`src/rtl/fetch_pkg.sv`:
```
// Shared types and constants for the fetch-to-decode instruction queue.
package fetch_pkg;

  localparam int XLEN = 32;

  // addi x0, x0, 0 -- shown to decode whenever no entry is available
  localparam logic [XLEN-1:0] NOP_INSTR = 32'h00000013;

  // One buffered fetch result; misaligned is captured at push time
  typedef struct packed {
    logic [XLEN-1:0] pc;
    logic [XLEN-1:0] instr;
    logic            misaligned;
  } fq_entry_t;

endpackage

```
`src/rtl/fetch_queue_if.sv`:
```
// Fetch/decode handshake bundle around the instruction queue.
// Handshake: a transfer happens on a rising edge where valid && ready are both
// high; valid may not depend on ready, and ready is a function of registered
// state only, so neither side sees a combinational loop through the other.
interface fetch_queue_if #(
  parameter int DEPTH = 4,
  parameter int XLEN  = 32
);
  localparam int CW = $clog2(DEPTH) + 1;

  logic            flush;
  logic            f_valid;
  logic            f_ready;
  logic [XLEN-1:0] f_pc;
  logic [XLEN-1:0] f_instr;
  logic            d_valid;
  logic            d_ready;
  logic [XLEN-1:0] d_pc;
  logic [XLEN-1:0] d_pc_plus4;
  logic [XLEN-1:0] d_instr;
  logic            d_misaligned;
  logic [CW-1:0]   count;

  // Master drives fetch offers, decode ready and redirect
  modport master (
    output flush, f_valid, f_pc, f_instr, d_ready,
    input  f_ready, d_valid, d_pc, d_pc_plus4, d_instr, d_misaligned, count
  );

  // Slave is the queue itself
  modport slave (
    input  flush, f_valid, f_pc, f_instr, d_ready,
    output f_ready, d_valid, d_pc, d_pc_plus4, d_instr, d_misaligned, count
  );
endinterface

```
`src/rtl/fq_storage.sv`:
```
// DEPTH x fq_entry_t register array: one write port, one asynchronous read port.
module fq_storage
  import fetch_pkg::*;
#(
  parameter int DEPTH = 4,
  parameter int AW    = $clog2(DEPTH)
) (
  input  logic          clk,
  input  logic          rst,
  input  logic          we,
  input  logic [AW-1:0] waddr,
  input  fq_entry_t     wdata,
  input  logic [AW-1:0] raddr,
  output fq_entry_t     rdata
);

  fq_entry_t mem_q [DEPTH];
  fq_entry_t mem_d [DEPTH];

  // Next-state of the array: only the addressed slot changes on a write
  always_comb begin
    mem_d = mem_q;
    if (we) begin
      mem_d[waddr] = wdata;
    end
  end

  // Array registers; cleared on reset so the read port shows zeros
  always_ff @(posedge clk or posedge rst) begin
    if (rst) begin
      mem_q <= '{default: '0};
    end else begin
      mem_q <= mem_d;
    end
  end

  assign rdata = mem_q[raddr];

endmodule

```
`src/rtl/fetch_queue.sv`:
```
// Instruction queue between fetch and decode: in-order circular buffer of
// {pc, instr, misaligned} with a single-cycle flush on redirect.
module fetch_queue
  import fetch_pkg::*;
#(
  parameter int DEPTH = 4
) (
  input  logic          clk,
  input  logic          rst,
  fetch_queue_if.slave  bus
);

  localparam int AW = $clog2(DEPTH);
  localparam int CW = AW + 1;
  localparam logic [CW-1:0] DEPTH_C = CW'(DEPTH);

  logic [AW-1:0] wr_ptr_q, wr_ptr_d;
  logic [AW-1:0] rd_ptr_q, rd_ptr_d;
  logic [CW-1:0] count_q, count_d;

  logic      push;
  logic      pop;
  logic      wr_en;
  fq_entry_t wr_entry;
  fq_entry_t head;

  // Handshakes: ready looks only at registered occupancy, so a full queue
  // refuses a push even if decode pops in the same cycle
  assign bus.f_ready = (count_q < DEPTH_C) && !rst;
  assign bus.d_valid = (count_q != '0);
  assign push        = bus.f_valid && bus.f_ready;
  assign pop         = bus.d_valid && bus.d_ready;
  assign wr_en       = push && !bus.flush;

  // Entry captured from fetch; alignment flag is decided here, acted on in decode
  always_comb begin
    wr_entry            = '0;
    wr_entry.pc         = bus.f_pc;
    wr_entry.instr      = bus.f_instr;
    wr_entry.misaligned = (bus.f_pc[1:0] != 2'b00);
  end

  // Pointer and occupancy update; flush wins over both push and pop
  always_comb begin
    wr_ptr_d = wr_ptr_q;
    rd_ptr_d = rd_ptr_q;
    count_d  = count_q;
    if (bus.flush) begin
      wr_ptr_d = '0;
      rd_ptr_d = '0;
      count_d  = '0;
    end else begin
      if (push) begin
        wr_ptr_d = wr_ptr_q + AW'(1);
      end
      if (pop) begin
        rd_ptr_d = rd_ptr_q + AW'(1);
      end
      case ({push, pop})
        2'b10:   count_d = count_q + CW'(1);
        2'b01:   count_d = count_q - CW'(1);
        default: count_d = count_q;
      endcase
    end
  end

  // Control registers
  always_ff @(posedge clk or posedge rst) begin
    if (rst) begin
      wr_ptr_q <= '0;
      rd_ptr_q <= '0;
      count_q  <= '0;
    end else begin
      wr_ptr_q <= wr_ptr_d;
      rd_ptr_q <= rd_ptr_d;
      count_q  <= count_d;
    end
  end

  fq_storage #(.DEPTH(DEPTH), .AW(AW)) u_storage (
    .clk   (clk),
    .rst   (rst),
    .we    (wr_en),
    .waddr (wr_ptr_q),
    .wdata (wr_entry),
    .raddr (rd_ptr_q),
    .rdata (head)
  );

  // Decode-side view of the head slot; instr and flag are masked when empty
  assign bus.d_pc         = head.pc;
  assign bus.d_pc_plus4   = head.pc + XLEN'(4);
  assign bus.d_instr      = bus.d_valid ? head.instr : NOP_INSTR;
  assign bus.d_misaligned = bus.d_valid && head.misaligned;
  assign bus.count        = count_q;

endmodule

```
`src/flat_wrapper.sv`:
```
// flat-port wrapper written by rule: the top's interface ports become plain ports
module fetch_queue_flat import fetch_pkg::*;
#(
  parameter int DEPTH = 4
)
  (clk, rst, bus_flush, bus_f_valid, bus_f_pc, bus_f_instr, bus_d_ready, bus_f_ready, bus_d_valid, bus_d_pc, bus_d_pc_plus4, bus_d_instr, bus_d_misaligned, bus_count);
  fetch_queue_if #(.DEPTH(DEPTH), .XLEN(XLEN)) bus_i ();
  input  logic clk;
  input  logic rst;
  input wire logic [$bits(bus_i.flush)-1:0] bus_flush;
  input wire logic [$bits(bus_i.f_valid)-1:0] bus_f_valid;
  input wire logic [$bits(bus_i.f_pc)-1:0] bus_f_pc;
  input wire logic [$bits(bus_i.f_instr)-1:0] bus_f_instr;
  input wire logic [$bits(bus_i.d_ready)-1:0] bus_d_ready;
  output wire logic [$bits(bus_i.f_ready)-1:0] bus_f_ready;
  output wire logic [$bits(bus_i.d_valid)-1:0] bus_d_valid;
  output wire logic [$bits(bus_i.d_pc)-1:0] bus_d_pc;
  output wire logic [$bits(bus_i.d_pc_plus4)-1:0] bus_d_pc_plus4;
  output wire logic [$bits(bus_i.d_instr)-1:0] bus_d_instr;
  output wire logic [$bits(bus_i.d_misaligned)-1:0] bus_d_misaligned;
  output wire logic [$bits(bus_i.count)-1:0] bus_count;
  assign bus_i.flush = bus_flush;
  assign bus_i.f_valid = bus_f_valid;
  assign bus_i.f_pc = bus_f_pc;
  assign bus_i.f_instr = bus_f_instr;
  assign bus_i.d_ready = bus_d_ready;
  assign bus_f_ready = bus_i.f_ready;
  assign bus_d_valid = bus_i.d_valid;
  assign bus_d_pc = bus_i.d_pc;
  assign bus_d_pc_plus4 = bus_i.d_pc_plus4;
  assign bus_d_instr = bus_i.d_instr;
  assign bus_d_misaligned = bus_i.d_misaligned;
  assign bus_count = bus_i.count;
  fetch_queue #(.DEPTH(DEPTH)) u_core (.clk(clk), .rst(rst), .bus(bus_i));
endmodule
```
`config.mk`:
```
export PLATFORM = sky130hd
export DESIGN_NAME = fetch_queue_flat
export DESIGN_NICKNAME = d
export VERILOG_FILES = /design/src/rtl/fetch_pkg.sv /design/src/rtl/fetch_queue_if.sv /design/src/rtl/fq_storage.sv /design/src/rtl/fetch_queue.sv /design/src/flat_wrapper.sv
export SDC_FILE = /design/constraint.sdc
export NUM_CORES = 1
export LEC_CHECK = 0
export BUFFER_PORTS_ARGS = -buffer_cell sky130_fd_sc_hd__buf_4
export CORE_UTILIZATION = 25
export CTS_CLUSTER_DIAMETER = 60
export DETAILED_ROUTE_END_ITERATION = 10
export GPL_ROUTABILITY_DRIVEN = 1
export PLACE_DENSITY = 0.37
export SLEW_MARGIN = 20
export SYNTH_ARGS = -nofsm -noshare
export SYNTH_HDL_FRONTEND = slang
export SYNTH_SLANG_ARGS = --single-unit
```
`constraint.sdc`:
```
create_clock -name clk -period 9.6 [get_ports clk]
set_input_delay 0.48 -clock clk [delete_from_list [all_inputs] [get_ports clk]]
set_output_delay 0.48 -clock clk [all_outputs]
set_load 0.03 [all_outputs]
```
==> impl_metrics.json <==
{
  "outcome": "finished, final reports clean",
  "firstDrtPassIters": 4,
  "synth_most_common_cell": "dfrtp_1",
  "cts_hold_buf": 0,
  "ys_top_cells_by_area": "dfrtp_1 (54%), mux2_2 (23%), mux4_2 (11%)",
  "hp-class": "in2async",
  "synth_top_cell_area_share": 0.537,
  "row_count": 81,
  "leakage_nw": 7.15,
  "synth.distinct_cells": 35,
  "antenna_found_initial": 2,
  "syn_to_final_growth_pct": 26.0,
  "drive_gt1_frac": 0.569,
  "crit_arrival_ps": 3710,
  "die_area_mm2": 0.0506,
  "num_vias": 7464,
  "n_antenna_cell": 0,
  "slowest_delay_ps": 950,
  "die_w_um": 225,
  "slowest_stage": "dfrtp_4",
  "grt_pass1_wl_um": 52200,
  "path_cells": "mux4_1 > nand4_1 > nor4_1 > nand4_1 > xnor2_1 > buf_4",
  "p_per_area_mw_per_mm2": 358,
  "r2r_slack_ps": 7240,
  "cts_max_level": 2,
  "ios": 171,
  "synth-xor-area-share": 0.0225,
  "avgSynthCellArea_um2": 15.3,
  "crit_path_end_kind": "output pin",
  "yosys-top-cells-count": "dfrtp_1 (267), mux2_2 (256), mux4_2 (60)",
  "track_usage": 0.137,
  "post_cts_resized": 0,
  "clk-insertion-delay-late_ps": 550,
  "drc": 0,
  "chipHeight_um": 225,
  "synth_enable_flop_cells": 0,
  "final.fill_count": 4878,
  "synth_top_family_by_area": "multiplexers",
  "antenna_left": 0,
  "synth_fa_ha_area_frac": 0.00664,
  "coreArea_mm2": 0.0490,
  "critPathKind": "reg2out",
  "cts_buffers": 39,
  "synth_compound_area_frac": 0.00342,
  "first_global_vias": 8116,
  "finalMaxSlewViolations": 0,
  "grt_start_max_net_pins": 175,
  "worst-slew-pin-transition_ps": 965,
  "drt-initial-drc-count": 283,
  "setup_viol": 0,
  "synthesis.nets": 886,
  "clock-root-buffer": "clkbuf_16",
  "synth-simple-area-share": 0.0547,
  "wire_per_inst_um": 20.1,
  "worstPathMaxFanout": 34,
  "synth.yosys.warnings": 0,
  "cts_tree": "yes",
  "synthFlopType": "dfrtp_1",
  "cts_buffer_depth": 3,
  "ys_seq_area_frac": 0.537,
  "gr-total-overflow": 0,
  "worst_setup_path_start_kind": "flop",
  "gp_congestion": 0.722,
  "portBuffers": 170,
  "nets": 1057,
  "cts.sinks": 267,
  "initial_utilization": 0.254,
  "yosysTopAreaCell": "dfrtp_1",
  "final_util": 0.320,
  "ir_worst_vdd_mv": 0.144,
  "ys_ff_latch": 267,
  "layout_min_cycle_time_ps": 4190,
  "crit_required_ps": 9120,
  "path_clk_slew_ps": 60,
  "synthCells": 811,
  "grt_setup_unrepaired": "no",
  "maxSlewHeadroom": 0.357,
  "hpwl_um": 20400,
  "vias_per_cell": 4.46,
  "wl_um": 33600,
  "regArea_mm2": 0.00669,
  "final_hold_viol_count": 0,
  "max_cap_violations": 0,
  "syn_area_mm2": 0.0124,
  "fin_ws_ps": 5410,
  "finalCritPeriodShare": 0.437,
  "place_ws_ps": 5890,
  "finalSetupTns_ps": 0,
  "multiInputGateArea_mm2": 0.00545,
  "path_common_cell": "nand4_1",
  "path_delay_family": "simple AND/OR/NAND/NOR gates",
  "path_buf_inv": 1,
  "finClkSkew_ps": 31.4,
  "timing.fmax_ghz": 0.238,
  "synth_mux_area_frac": 0.351,
  "async_flop_share": 1.00,
  "cts_post_setup_buffers_inserted": 0
}
## through the flow
step	instance area, µm²	instances	power, W	hold WS (ps)
floorplan	12400	811	0.00340	445
global placement	14400	1605	0.00430	464
detailed placement	14400	1605	0.00430	478
CTS	15700	1675	0.00574	78.3
global route	15700	1675	0.00595	115
finish	15700	1675	0.00561	69.5
## routing by layer
layer	GRT usage	part of all wire
met3	0.0362	0.054
met5	0	0.00054
met2	0.214	0.46
met4	0.0366	0.017
met1	0.187	0.47
## final cells by class
| class | instances | area share |
|---|---|---|
| Clock inverter | 12 | 0.00759 |
| Timing Repair Buffer | 183 | 0.0885 |
| Tap cell | 664 | 0.0530 |
| Clock buffer | 58 | 0.0727 |
| Sequential cell | 267 | 0.427 |
| Multi-Input combinational cell | 480 | 0.348 |
| Inverter | 11 | 0.00312 |
## sequential cells by signal, summed over array words and instances, names as in the netlist
signal / flops
u_core.wr_ptr_q: 2
u_core.bus.count: 3
u_core.rd_ptr_q: 2
u_core.u_storage.mem_q: 260
## cell usage in the layout (no fill, tap or decap), types with 13 or more instances in the layout
cell type / Yosys / layout
nor2_1: 14 / 14
dfrtp_1: 267 / 265
nand2_1: 19 / 19
buf_4: 4 / 182
mux4_2: 60 / 60
and2_1: 30 / 30
xor2_1: 19 / 19
mux2_2: 256 / 256
xnor2_1: 13 / 13
clkbuf_16: 0 / 40
## cell families after synthesis
logic type	Yosys count
compound gates	8
xor+xnor	32
fa+ha+maj	6
buf+inv	64
flops	267
mux	321
simple gates	113
## worst paths after layout
path | to | startpoint | depth (start not counted)
setup / recovery | bus_d_pc_plus4[19] | u_core.rd_ptr_q[0] | 6
hold / removal | u_core.u_storage.mem_q[244] | rst | 2
setup reg to reg | u_core.bus.count[2] | u_core.bus.count[2] | 8
hold reg to reg | u_core.u_storage.mem_q[195] | u_core.u_storage.mem_q[195] | 2
max in group asynchronous | u_core.rd_ptr_q[1] | rst | 3
min in group clk | u_core.wr_ptr_q[0] | bus_flush | 2
## where the power goes
part	total (W)	internal [W]	leakage, nW	switching (W)
registers	0.00169	0.00147	3.48	0.000223
logic	0.00253	0.00112	3.06	0.00141
clock network	0.00138	0.000851	0.607	0.000533
total	0.00561	0.00343	7.15	0.00217
No activity file was read; power rests on OpenSTA's default activity.
